### src/rtl/lsu_stbuf_pkg.sv
// Shared store-buffer types: per-entry lifecycle state and the entry payload.
package lsu_stbuf_pkg;

  localparam int unsigned StbufDataW = 64;
  localparam int unsigned StbufBeW   = StbufDataW / 8;

  typedef enum logic [1:0] {
    StIdle  = 2'd0,
    StWait  = 2'd1,
    StReady = 2'd2
  } stbuf_state_t;

  // The address lives in a separate array because its width is a module parameter.
  typedef struct packed {
    stbuf_state_t                state;
    logic [StbufDataW-1:0]       data;
    logic [StbufBeW-1:0]         byteen;
  } stbuf_entry_t;

endpackage

### src/rtl/lsu_stbuf_if.sv
// Store-buffer bus: dc3 allocate, dc5 commit/flush, DCCM drain and dc3 load forwarding.
interface lsu_stbuf_if #(
  parameter int unsigned ADDR_W = 32
) ();

  logic              store_stbuf_reqvld_dc3;
  logic [ADDR_W-1:0] stbuf_addr_dc3;
  logic [63:0]       stbuf_data_dc3;
  logic [7:0]        stbuf_byteen_dc3;
  logic              stbuf_commit_dc5;
  logic              stbuf_flush_dc5;
  logic              stbuf_reqvld_any;
  logic [ADDR_W-1:0] stbuf_addr_any;
  logic [63:0]       stbuf_data_any;
  logic [7:0]        stbuf_byteen_any;
  logic              stbuf_ack_any;
  logic              stbuf_reqvld_flushed_any;
  logic              lsu_stbuf_full_any;
  logic              lsu_stbuf_empty_any;
  logic [ADDR_W-1:0] load_addr_dc3;
  logic [7:0]        stbuf_fwdbyteen_dc3;
  logic [63:0]       stbuf_fwddata_dc3;

  modport slave (
    input  store_stbuf_reqvld_dc3, stbuf_addr_dc3, stbuf_data_dc3, stbuf_byteen_dc3,
    input  stbuf_commit_dc5, stbuf_flush_dc5, stbuf_ack_any, load_addr_dc3,
    output stbuf_reqvld_any, stbuf_addr_any, stbuf_data_any, stbuf_byteen_any,
    output stbuf_reqvld_flushed_any, lsu_stbuf_full_any, lsu_stbuf_empty_any,
    output stbuf_fwdbyteen_dc3, stbuf_fwddata_dc3
  );

  modport master (
    output store_stbuf_reqvld_dc3, stbuf_addr_dc3, stbuf_data_dc3, stbuf_byteen_dc3,
    output stbuf_commit_dc5, stbuf_flush_dc5, stbuf_ack_any, load_addr_dc3,
    input  stbuf_reqvld_any, stbuf_addr_any, stbuf_data_any, stbuf_byteen_any,
    input  stbuf_reqvld_flushed_any, lsu_stbuf_full_any, lsu_stbuf_empty_any,
    input  stbuf_fwdbyteen_dc3, stbuf_fwddata_dc3
  );

endinterface

### src/rtl/lsu_stbuf_fwd.sv
// Per-byte store-to-load forwarding: the youngest live entry matching the doubleword wins.
module lsu_stbuf_fwd
  import lsu_stbuf_pkg::*;
#(
  parameter int unsigned DEPTH  = 4,
  parameter int unsigned ADDR_W = 32,
  localparam int unsigned PtrW  = $clog2(DEPTH),
  localparam int unsigned DwW   = ADDR_W - 3
) (
  input  stbuf_entry_t [DEPTH-1:0]          ent_i,
  input  logic         [DEPTH-1:0][DwW-1:0] addr_i,
  input  logic         [PtrW-1:0]           wr_ptr_i,
  input  logic         [DwW-1:0]            load_dw_i,
  output logic         [7:0]                fwdbyteen_o,
  output logic         [63:0]               fwddata_o
);

  logic [PtrW-1:0] idx;

  // Walk oldest to youngest starting at wr_ptr so later hits override earlier ones.
  always_comb begin
    fwdbyteen_o = '0;
    fwddata_o   = '0;
    idx         = '0;
    for (int unsigned k = 0; k < DEPTH; k++) begin
      idx = wr_ptr_i + PtrW'(k);
      if (ent_i[idx].state != StIdle && addr_i[idx] == load_dw_i) begin
        for (int b = 0; b < 8; b++) begin
          if (ent_i[idx].byteen[b]) begin
            fwdbyteen_o[b]       = 1'b1;
            fwddata_o[8*b +: 8]  = ent_i[idx].data[8*b +: 8];
          end
        end
      end
    end
  end

endmodule

### src/rtl/lsu_stbuf.sv
// LSU store buffer: dc3 allocate, dc5 commit/flush, in-order drain to DCCM.
// Define RV_STBUF_FWD_EN to enable store-to-load forwarding into dc3.
module lsu_stbuf
  import lsu_stbuf_pkg::*;
#(
  parameter int unsigned DEPTH  = 4,
  parameter int unsigned ADDR_W = 32
) (
  input logic         clk,
  input logic         rst,
  lsu_stbuf_if.slave  bus
);

  localparam int unsigned PtrW = $clog2(DEPTH);
  localparam int unsigned CntW = PtrW + 1;
  localparam int unsigned DwW  = ADDR_W - 3;

  stbuf_entry_t [DEPTH-1:0]          ent_q, ent_d;
  logic         [DEPTH-1:0][DwW-1:0] addr_q, addr_d;
  logic [PtrW-1:0] wr_ptr_q, wr_ptr_d, cmt_ptr_q, cmt_ptr_d, rd_ptr_q, rd_ptr_d;
  logic [CntW-1:0] cnt_q, cnt_d, killed;
  logic            flushed_q, flushed_d;

  logic full, reqvld, cmt_has_wait, ack_fire, commit_fire, alloc_ok;

  assign full         = (cnt_q == CntW'(DEPTH));
  assign reqvld       = (ent_q[rd_ptr_q].state == StReady);
  assign cmt_has_wait = (ent_q[cmt_ptr_q].state == StWait);
  assign ack_fire     = bus.stbuf_ack_any && reqvld;
  assign commit_fire  = bus.stbuf_commit_dc5 && cmt_has_wait;
  assign alloc_ok     = bus.store_stbuf_reqvld_dc3 && !full;

  // Same-cycle events are applied in age order: ack, commit, flush, allocate.
  always_comb begin
    ent_d     = ent_q;
    addr_d    = addr_q;
    wr_ptr_d  = wr_ptr_q;
    cmt_ptr_d = cmt_ptr_q;
    rd_ptr_d  = rd_ptr_q;
    cnt_d     = cnt_q;
    killed    = '0;
    flushed_d = 1'b0;

    if (ack_fire) begin
      ent_d[rd_ptr_q].state = StIdle;
      rd_ptr_d = rd_ptr_q + PtrW'(1);
      cnt_d    = cnt_d - CntW'(1);
    end

    if (commit_fire) begin
      ent_d[cmt_ptr_q].state = StReady;
      cmt_ptr_d = cmt_ptr_q + PtrW'(1);
    end

    if (bus.stbuf_flush_dc5) begin
      for (int unsigned i = 0; i < DEPTH; i++) begin
        if (ent_d[i].state == StWait) begin
          ent_d[i].state = StIdle;
          killed = killed + CntW'(1);
        end
      end
      wr_ptr_d  = cmt_ptr_d;
      cnt_d     = cnt_d - killed;
      flushed_d = (killed != '0) || alloc_ok;
    end else if (alloc_ok) begin
      ent_d[wr_ptr_q] = '{state:  StWait,
                          data:   bus.stbuf_data_dc3,
                          byteen: bus.stbuf_byteen_dc3};
      addr_d[wr_ptr_q] = bus.stbuf_addr_dc3[ADDR_W-1:3];
      wr_ptr_d = wr_ptr_q + PtrW'(1);
      cnt_d    = cnt_d + CntW'(1);
    end
  end

  always_ff @(posedge clk) begin
    if (rst) begin
      ent_q     <= '0;
      addr_q    <= '0;
      wr_ptr_q  <= '0;
      cmt_ptr_q <= '0;
      rd_ptr_q  <= '0;
      cnt_q     <= '0;
      flushed_q <= 1'b0;
    end else begin
      ent_q     <= ent_d;
      addr_q    <= addr_d;
      wr_ptr_q  <= wr_ptr_d;
      cmt_ptr_q <= cmt_ptr_d;
      rd_ptr_q  <= rd_ptr_d;
      cnt_q     <= cnt_d;
      flushed_q <= flushed_d;
    end
  end

  assign bus.stbuf_reqvld_any         = reqvld;
  assign bus.stbuf_addr_any           = reqvld ? {addr_q[rd_ptr_q], 3'b000} : '0;
  assign bus.stbuf_data_any           = reqvld ? ent_q[rd_ptr_q].data : '0;
  assign bus.stbuf_byteen_any         = reqvld ? ent_q[rd_ptr_q].byteen : '0;
  assign bus.stbuf_reqvld_flushed_any = flushed_q;
  assign bus.lsu_stbuf_full_any       = full;
  assign bus.lsu_stbuf_empty_any      = (cnt_q == '0);

  logic unused_store_lo;
  assign unused_store_lo = ^bus.stbuf_addr_dc3[2:0];

`ifdef RV_STBUF_FWD_EN
  logic [7:0]  fwdbyteen;
  logic [63:0] fwddata;
  logic        unused_load_lo;

  lsu_stbuf_fwd #(
    .DEPTH  (DEPTH),
    .ADDR_W (ADDR_W)
  ) u_fwd (
    .ent_i       (ent_q),
    .addr_i      (addr_q),
    .wr_ptr_i    (wr_ptr_q),
    .load_dw_i   (bus.load_addr_dc3[ADDR_W-1:3]),
    .fwdbyteen_o (fwdbyteen),
    .fwddata_o   (fwddata)
  );

  assign bus.stbuf_fwdbyteen_dc3 = fwdbyteen;
  assign bus.stbuf_fwddata_dc3   = fwddata;
  assign unused_load_lo          = ^bus.load_addr_dc3[2:0];
`else
  logic unused_load;
  assign bus.stbuf_fwdbyteen_dc3 = '0;
  assign bus.stbuf_fwddata_dc3   = '0;
  assign unused_load             = ^bus.load_addr_dc3;
`endif

`ifndef SYNTHESIS
  a_no_alloc_when_full: assert property (@(posedge clk) disable iff (rst)
    !(bus.store_stbuf_reqvld_dc3 && full));
  a_commit_needs_wait: assert property (@(posedge clk) disable iff (rst)
    !(bus.stbuf_commit_dc5 && !cmt_has_wait));
`endif

endmodule

### src/flat_wrapper.sv
// flat-port wrapper written by rule: the top's interface ports become plain ports
module lsu_stbuf_flat import lsu_stbuf_pkg::*;
#(
  parameter int unsigned DEPTH  = 4,
  parameter int unsigned ADDR_W = 32
)
  (clk, rst, bus_store_stbuf_reqvld_dc3, bus_stbuf_addr_dc3, bus_stbuf_data_dc3, bus_stbuf_byteen_dc3, bus_stbuf_commit_dc5, bus_stbuf_flush_dc5, bus_stbuf_ack_any, bus_load_addr_dc3, bus_stbuf_reqvld_any, bus_stbuf_addr_any, bus_stbuf_data_any, bus_stbuf_byteen_any, bus_stbuf_reqvld_flushed_any, bus_lsu_stbuf_full_any, bus_lsu_stbuf_empty_any, bus_stbuf_fwdbyteen_dc3, bus_stbuf_fwddata_dc3);
  lsu_stbuf_if #(.ADDR_W(ADDR_W)) bus_i ();
  input logic clk;
  input logic rst;
  input wire logic [$bits(bus_i.store_stbuf_reqvld_dc3)-1:0] bus_store_stbuf_reqvld_dc3;
  input wire logic [$bits(bus_i.stbuf_addr_dc3)-1:0] bus_stbuf_addr_dc3;
  input wire logic [$bits(bus_i.stbuf_data_dc3)-1:0] bus_stbuf_data_dc3;
  input wire logic [$bits(bus_i.stbuf_byteen_dc3)-1:0] bus_stbuf_byteen_dc3;
  input wire logic [$bits(bus_i.stbuf_commit_dc5)-1:0] bus_stbuf_commit_dc5;
  input wire logic [$bits(bus_i.stbuf_flush_dc5)-1:0] bus_stbuf_flush_dc5;
  input wire logic [$bits(bus_i.stbuf_ack_any)-1:0] bus_stbuf_ack_any;
  input wire logic [$bits(bus_i.load_addr_dc3)-1:0] bus_load_addr_dc3;
  output wire logic [$bits(bus_i.stbuf_reqvld_any)-1:0] bus_stbuf_reqvld_any;
  output wire logic [$bits(bus_i.stbuf_addr_any)-1:0] bus_stbuf_addr_any;
  output wire logic [$bits(bus_i.stbuf_data_any)-1:0] bus_stbuf_data_any;
  output wire logic [$bits(bus_i.stbuf_byteen_any)-1:0] bus_stbuf_byteen_any;
  output wire logic [$bits(bus_i.stbuf_reqvld_flushed_any)-1:0] bus_stbuf_reqvld_flushed_any;
  output wire logic [$bits(bus_i.lsu_stbuf_full_any)-1:0] bus_lsu_stbuf_full_any;
  output wire logic [$bits(bus_i.lsu_stbuf_empty_any)-1:0] bus_lsu_stbuf_empty_any;
  output wire logic [$bits(bus_i.stbuf_fwdbyteen_dc3)-1:0] bus_stbuf_fwdbyteen_dc3;
  output wire logic [$bits(bus_i.stbuf_fwddata_dc3)-1:0] bus_stbuf_fwddata_dc3;
  assign bus_i.store_stbuf_reqvld_dc3 = bus_store_stbuf_reqvld_dc3;
  assign bus_i.stbuf_addr_dc3 = bus_stbuf_addr_dc3;
  assign bus_i.stbuf_data_dc3 = bus_stbuf_data_dc3;
  assign bus_i.stbuf_byteen_dc3 = bus_stbuf_byteen_dc3;
  assign bus_i.stbuf_commit_dc5 = bus_stbuf_commit_dc5;
  assign bus_i.stbuf_flush_dc5 = bus_stbuf_flush_dc5;
  assign bus_i.stbuf_ack_any = bus_stbuf_ack_any;
  assign bus_i.load_addr_dc3 = bus_load_addr_dc3;
  assign bus_stbuf_reqvld_any = bus_i.stbuf_reqvld_any;
  assign bus_stbuf_addr_any = bus_i.stbuf_addr_any;
  assign bus_stbuf_data_any = bus_i.stbuf_data_any;
  assign bus_stbuf_byteen_any = bus_i.stbuf_byteen_any;
  assign bus_stbuf_reqvld_flushed_any = bus_i.stbuf_reqvld_flushed_any;
  assign bus_lsu_stbuf_full_any = bus_i.lsu_stbuf_full_any;
  assign bus_lsu_stbuf_empty_any = bus_i.lsu_stbuf_empty_any;
  assign bus_stbuf_fwdbyteen_dc3 = bus_i.stbuf_fwdbyteen_dc3;
  assign bus_stbuf_fwddata_dc3 = bus_i.stbuf_fwddata_dc3;
  lsu_stbuf #(.DEPTH(DEPTH), .ADDR_W(ADDR_W)) u_core (.clk(clk), .rst(rst), .bus(bus_i));
endmodule
### config.mk
export PLATFORM = sky130hd
export DESIGN_NAME = lsu_stbuf_flat
export DESIGN_NICKNAME = d
export VERILOG_FILES = /design/src/rtl/lsu_stbuf_pkg.sv /design/src/rtl/lsu_stbuf_if.sv /design/src/rtl/lsu_stbuf_fwd.sv /design/src/rtl/lsu_stbuf.sv /design/src/flat_wrapper.sv
export SDC_FILE = /design/constraint.sdc
export NUM_CORES = 1
export LEC_CHECK = 0
export BUFFER_PORTS_ARGS = -buffer_cell sky130_fd_sc_hd__buf_2
export CAP_MARGIN = 20
export CORE_UTILIZATION = 35
export CTS_CLUSTER_DIAMETER = 100
export CTS_CLUSTER_SIZE = 8
export DETAILED_ROUTE_END_ITERATION = 12
export PLACE_DENSITY_LB_ADDON = 0.3
export RECOVER_POWER = 50
export SLEW_MARGIN = 20
export SYNTH_ARGS = -nofsm -noshare
export SYNTH_HDL_FRONTEND = slang
export SYNTH_SLANG_ARGS = --single-unit
### constraint.sdc
create_clock -name clk -period 4.49 [get_ports clk]
set_input_delay 0.2245 -clock clk [delete_from_list [all_inputs] [get_ports clk]]
set_output_delay 0.2245 -clock clk [all_outputs]
set_load 0.05 [all_outputs]
==> results of run 1 <==
sequential cells by signal, indices dropped and copies added, names as in the netlist:
signal / cells
u_core.addr_q: 116
u_core.bus.stbuf_reqvld_flushed_any: 1
u_core.cmt_ptr_q: 2
u_core.cnt_q: 3
u_core.ent_q: 296
u_core.rd_ptr_q: 2
u_core.wr_ptr_q: 2
critical path, delay by kind of cell (launching register included):
kind,cells,cell delay (ps)
AOI/OAI and AO/OA,1,140
adders and majority gates,1,210
buffers and inverters,2,620
DFF,1,340
and+or+nand+nor,5,2500
cells by family (layout without fill, tap and decap cells):
family | Yosys count | in the layout
buffers and inverters | 263 | 408
adder cells (fa/ha/maj) | 18 | 18
other | 1 | 75
flip-flops | 422 | 422
XOR/XNOR | 8 | 8
AO/OA/AOI/OAI | 440 | 440
AND/OR/NAND/NOR | 970 | 970
multiplexers | 104 | 104
metal layers:
layer / vias to the layer above / GRT usage (%) / wire length (µm)
met5: - / 0 / 0
met1: 7713 / 25.20 / 22570
met4: 0 / 5.882 / 1051
met2: 486 / 33.31 / 27250
met3: 87 / 3.199 / 3022
li1: 7646 / - / -
cells in the mapped netlist, drive strengths merged, types with 2 or more instances:
cell type / instances / share of area, %
a211o: 2 / 0.094
a211oi: 6 / 0.24
a21oi: 415 / 11
a311oi: 2 / 0.094
a31oi: 2 / 0.067
and2: 107 / 3.6
and3: 3 / 0.13
buf: 88 / 3.3
clkbuf: 160 / 3.2
dfxtp: 422 / 45
ha: 17 / 1.1
inv: 15 / 0.30
mux2: 2 / 0.12
mux4: 102 / 12
nand2: 830 / 17
nand3: 5 / 0.13
nand4: 4 / 0.13
nor2: 8 / 0.16
nor2b: 8 / 0.27
nor3b: 2 / 0.11
o2111ai: 6 / 0.28
xnor2: 6 / 0.28
xor2: 2 / 0.094
final cells by class:
type	instances	area, µm²	share of cell area, %
multi-input combinational	1615	9195	41.11
timing repair buffer	330	2248	10.05
inverter	15	56.30	0.2517
tap	688	860.8	3.849
sequential	422	8456	37.81
clock buffer	62	1519	6.792
clock inverter	1	30.03	0.1343
stage by stage:
| step | setup slack (ps) | cell area [µm²] | cells |
|---|---|---|---|
| floorplan | 956.2 | 18880 | 2300 |
| global placement | 790.0 | 19890 | 2968 |
| detailed placement | 720.4 | 19890 | 2968 |
| CTS | 667.3 | 22460 | 3133 |
| global route | 288.8 | 22370 | 3133 |
| finish | 576.5 | 22370 | 3133 |
power groups by stage:
stage	Combinational [mW]	Sequential, mW	Clock, mW
after floorplan	0.713	3.99	0
after global placement	0.921	3.99	0
after detailed placement	0.944	4.00	0
after CTS	1.02	3.93	4.00
after global routing	1.09	3.94	4.16
final	1.01	3.93	3.91
worst min path at each step:
stage | startpoint | end | slack (ps) | depth (start not counted)
floorplan | bus_stbuf_addr_dc3[3] | u_core.addr_q[0] | 360 | 2
global placement | u_core.ent_q[231] | u_core.ent_q[231] | 440 | 2
finish | bus_stbuf_commit_dc5 | u_core.cmt_ptr_q[1] | 60 | 4
global route | bus_stbuf_commit_dc5 | u_core.cmt_ptr_q[1] | 60 | 4
detailed placement | u_core.ent_q[192] | u_core.ent_q[192] | 440 | 2
CTS | bus_stbuf_commit_dc5 | u_core.cmt_ptr_q[1] | 20 | 4
cell usage in the layout, fill, tap and decap left out, types with 4 or more instances in the layout:
master         instances
nand2_4                4
xnor2_1                6
dfxtp_1              420
mux4_2               102
clkbuf_1              44
nor2b_1                8
buf_2                167
nor2_1                 8
buf_4                 10
and2_1               105
a21oi_1              415
conb_1                75
buf_12                 7
nand3_1                5
a211oi_1               6
ha_1                  17
inv_1                 14
o2111ai_1              6
nand2_1              826
clkbuf_16             60
nand4_1                4
dlygate4sd3_1        102
==> run_results.csv, run 1 <==
group,metric,value,unit
drt,route.vias.total,15930,
synth,synth_seq_cells,422,
critical_path,timing.critical_path.from,"u_core.cnt_q[0]",
synth,yosys.cell_types.count,42,
synth,synth_simple_gate_area_share,21.39,%
critical_path,critical_path.reg2reg.endpoint,"u_core.ent_q[26]",
critical_path,path_common_cell,"nand2_1",
power,power.switching_fraction,26.10,%
synth,muxShareOfSynthArea,12.47,%
critical_path,r2r_start,"u_core.cnt_q[0]",
power,ir_worst_vdd,0.3019,mV
power,share_comb_of_total_power,11.4,%
timing,report.final.hold_viol_count,0,
finish,syn2layout_area_growth,20.22,%
outcome,status,"complete, but fails checks",
critical_path,critPathCaptureType,"flip-flop",
place,hpwl,28640,µm
drt,detailedRoute.firstIterationViolations,1165,
synth,yosys_warnings,0,
drt,route.detailed.drc,0,
timing,worst_slew_pin_slew,1714,ps
synth,dominant_combinational_cell_family_by_area_after_synthesis,"simple AND/OR/NAND/NOR gates",
critical_path,critPathLaunchType,"flip-flop",
synth,postSynth.topFlopCell,"dfxtp_1",
global_routing,wire_length_of_the_first_global_routing_pass,84530,µm
critical_path,critPathMaxFanout,30,
power,intPower,6.534,mW
cts,cts_buffer_count,58,
cts,worst_skew_pair.late_latency,600,ps
synth,postSynthCellCount,2226,
synth,syn-mean-instance-area,8.357,µm²
global_routing,overflow,0,
critical_path,worst-endpoint-required,5010,ps
critical_path,critical_path.slowest_cell,"and2_1",
power,power_density,395.3,nW/µm²
finish,layout.core_utilization,42.56,%
floorplanning,die_x,232.5,µm
finish,nFillCells,5191,
synth,synthArstFlopShare,0,%
timing,whs,64.80,ps
cts,clock_root_cell,"clkbuf_16",
place,routabilityCongestion,0.7708,
timing,slew_headroom,-14.26,%
critical_path,setup.worst_path.class,"reg2reg",
power,share_of_total_power_in_the_clock_network,44.2,%
timing,finalMaxSlewViolations,469,
timing,finalSetupViolCount,0,
power,seq_power_share,44.4,%
timing,rsz0062_at_grt,"false",
critical_path,worstPathCellList,"inv_1, ha_1, nand2_1, nand2_1, nor2_1, and2_1, buf_4, nand2_1, a21oi_1",
job,max_cap_violations,6,
cts,cts-htree-levels,2,
critical_path,worst-r2r-cell-count,9,
synth,number_of_flops_mapped_to_enable_cells_by_yosys,0,
global_routing,vias_in_the_first_global_route,15340,
synth,post_synth_xor_xnor_area,0.3766,%
cts,number_of_resized_instances_in_the_post_cts_repair_step,0,
outcome,violations,"max-capacitance violations, max-slew violations",
cts,clkSinkCount,422,
synth,syn_area,18600,µm²
timing,post-route-period-util,87.16,%
synth,ys_seq_area_share,45.41,%
worst_hold_path,worstHoldPathType,"in2reg",
timing,setup-tns-final,0,ps
floorplanning,initial_core_util,35.40,%
global_routing,globalRouteTotalUtil,19.54,%
power,power.net_switching,2.307,mW
critical_path,crit_path_max_incr_delay,1390,ps
critical_path,worst-endpoint-arrival,4430,ps
timing,fmaxAchievable,255.5,MHz
drt,wl_per_cell,17.20,µm
timing,final.min_clock_period,3913,ps
finish,antenna_cell_count,0,
power,power_leakage,7.946,nW
floorplanning,placeable_area,52550,µm²
floorplanning,io-pin-count,322,
global_routing,grt_max_degree,133,
critical_path,reg2reg_slack,580,ps
drt,route.antenna.remaining_nets,0,
drt,detail_route.wirelength,53890,µm
drt,detailedRoute.firstPassIterationCount,5,
floorplanning,dieHeight,232.5,µm
drt,via_per_inst,5.085,
cts,cts_tree,"done",
floorplanning,num_rows,84,
cts,number_of_buffers_between_clock_root_and_the_deepest_sink,3,
critical_path,endpoint,"u_core.ent_q[26]",
cts,ctsHoldBuffers,102,
cts,clk_transition_reported_paths,50,ps
place,port_buffers,211,
finish,fraction_of_final_layout_cells_with_drive_strength_greater_than_1,14.76,%
power,report.power.total,8.841,mW
cts,cts_setup_buffers,0,
synth,synth-compound-area-share,12.23,%
global_routing,initial_antenna_violation_count,0,
synth,yosys.area_share.adder,1.251,%
finish,final_nets,2602,
floorplanning,die_area,54080,µm²
timing,finClkSkew,21.91,ps
Note: power is estimated with default switching activity, not from simulation.
==> run 2: changes to the inputs <==
--- a/config.mk
+++ b/config.mk
@@ -12,7 +12,6 @@
 export CTS_CLUSTER_SIZE = 8
 export DETAILED_ROUTE_END_ITERATION = 12
 export PLACE_DENSITY_LB_ADDON = 0.3
-export RECOVER_POWER = 50
 export SLEW_MARGIN = 20
 export SYNTH_ARGS = -nofsm -noshare
 export SYNTH_HDL_FRONTEND = slang
==> run_results.csv, run 2 (synthesis gave the netlist of run 1 again) <==
group,metric,value,unit
floorplanning,die_area,54080,µm²
place,place_worst_setup_slack,720.4,ps
critical_path,cp_top_family,"multiplexers",
timing,post-route-period-util,85.23,%
timing,rsz0062_at_grt,"false",
timing,finClkSkew,20.76,ps
drt,via_per_inst,5.105,
place,routabilityCongestion,0.7708,
outcome,status,"completed",
global_routing,globalRouteTotalUtil,19.54,%
finish,area.sequential,8456,µm²
floorplanning,num_rows,84,
floorplanning,io-pin-count,322,
power,power_density,393.7,nW/µm²
global_routing,grt_use_met3,3.199,%
finish,post-route-cell-area,22460,µm²
finish,final_nets,2602,
finish,syn2layout_area_growth,20.74,%
drt,route.antenna.remaining_nets,0,
drt,detail_route.wirelength,53860,µm
timing,layout_setup_ws,663.0,ps
critical_path,critPathCaptureType,"flip-flop",
finish,multiInputGateArea,9238,µm²
global_routing,initial_antenna_violation_count,0,
cts,cts_tree,"done",
critical_path,worst-endpoint-arrival,4290,ps
drt,detailedRoute.firstIterationViolations,1088,
finish,top_register,"u_core.ent_q",
floorplanning,placeable_area,52550,µm²
finish,finish.cell_count_without_fillers,3133,
cts,clock_root_cell,"clkbuf_16",
cts,cts_buffer_count,58,
timing,whs,70.98,ps
cts,number_of_resized_instances_in_the_post_cts_repair_step,0,
critical_path,worstPathCellList,"nor2b_1, mux4_2, and3_4, nor3b_2, inv_1, ha_1, inv_1, nand2_1, o2bb2ai_1, a211o_1, fa_1, xor2_1, a22oi_1, mux2_1",
global_routing,gr-usage-met2,33.31,%
timing,finalMaxSlewViolations,0,
cts,cts_setup_buffers,0,
timing,finalSetupViolCount,0,
drt,route.detailed.drc,0,
timing,report.final.hold_viol_count,0,
cts,ctsHoldBuffers,102,
finish,largest_register_ffs,296,
cts,clkSinkCount,422,
power,report.power.total,8.843,mW
critical_path,r2r_start,"u_core.ent_q[221]",
finish,fraction_of_final_layout_cells_with_drive_strength_greater_than_1,16.65,%
drt,route.vias.total,15990,
floorplanning,die_x,232.5,µm
cts,worst_skew_pair.late_latency,600,ps
finish,reg_top3,"u_core.ent_q (296), u_core.addr_q (116), u_core.cnt_q (3)",
critical_path,critical_path.slowest_cell,"mux4_2",
timing,slew_headroom,33.73,%
place,place_area,19890,µm²
floorplanning,initial_core_util,35.40,%
global_routing,grt_max_degree,133,
place,port_buffers,211,
cts,clk_transition_reported_paths,50,ps
timing,worst_slew_pin_slew,994.1,ps
critical_path,buf_inv_on_cp,2,
power,power_leakage,8.103,nW
timing,final.min_clock_period,3827,ps
global_routing,grtUsageMet1,25.20,%
timing,setup-tns-final,0,ps
job,max_cap_violations,0,
critical_path,crit_path_max_incr_delay,520,ps
finish,mostFrequentLayoutCells,"826 x nand2_1, 420 x dfxtp_1, 415 x a21oi_1",
cts,number_of_buffers_between_clock_root_and_the_deepest_sink,3,
finish,nFillCells,5172,
drt,detailedRoute.firstPassIterationCount,5,
place,placed_cells_incl_taps,2968,
finish,layout.core_utilization,42.74,%
place,hpwl,28640,µm
finish,antenna_cell_count,0,
global_routing,overflow,0,
drt,wl_per_cell,17.19,µm
worst_hold_path,worstHoldPathType,"in2reg",
global_routing,grt_busiest_layer,"met2",
worst_hold_path,worstHoldStart,"bus_stbuf_commit_dc5",
global_routing,vias_in_the_first_global_route,15340,
floorplanning,dieHeight,232.5,µm
power,ir_worst_vdd,0.3010,mV
global_routing,wire_length_of_the_first_global_routing_pass,84530,µm
critical_path,timing.critical_path.from,"u_core.ent_q[221]",
timing,fmaxAchievable,261.3,MHz
critical_path,critPathMaxFanout,5,
critical_path,setup.worst_path.class,"reg2reg",
critical_path,critPathLaunchType,"flip-flop",
cts,cts-htree-levels,2,
critical_path,worst-endpoint-required,4950,ps
finish,layout.cells.most_common,"nand2_1",
critical_path,path_common_cell,"inv_1",
[run 2: worst paths after layout]
| kind | to | slack (ps) | cells past startpoint |
|---|---|---|---|
| worst max register to register | u_core.cnt_q[2] | 660 | 14 |
| worst max-delay path | u_core.cnt_q[2] | 660 | 14 |
| worst min register to register | u_core.addr_q[77] | 450 | 2 |
| worst min-delay path | u_core.cmt_ptr_q[1] | 70 | 4 |
[run 2: area by class of cell]
| type | instances | share of cell area (%) |
|---|---|---|
| Clock buffer | 62 | 6.763 |
| Timing Repair Buffer | 330 | 10.25 |
| Inverter | 15 | 0.2507 |
| Sequential cell | 422 | 37.64 |
| Clock inverter | 1 | 0.1337 |
| Tap cell | 688 | 3.832 |
| Multi-Input combinational cell | 1615 | 41.13 |
[run 2: per-layer routing]
metal / part of all wire (%) / wire length, µm
met4: 1.9 / 1049
met2: 50 / 27190
met1: 42 / 22770
met5: 0 / 0
met3: 5.3 / 2848
[run 2: where the power goes]
part | switching [mW] | internal (mW) | leakage [nW]
clock | 1.56 | 2.34 | 0.759
combinational | 0.683 | 0.331 | 3.93
sequential | 0.0605 | 3.87 | 3.41
total | 2.31 | 6.54 | 8.10
[run 2: tightest hold or removal path: cells and delay by family]
kind	cells	cell delay [ps]
AOI/OAI and AO/OA	2	210
buffers and inverters	1	110
and+or+nand+nor	1	80
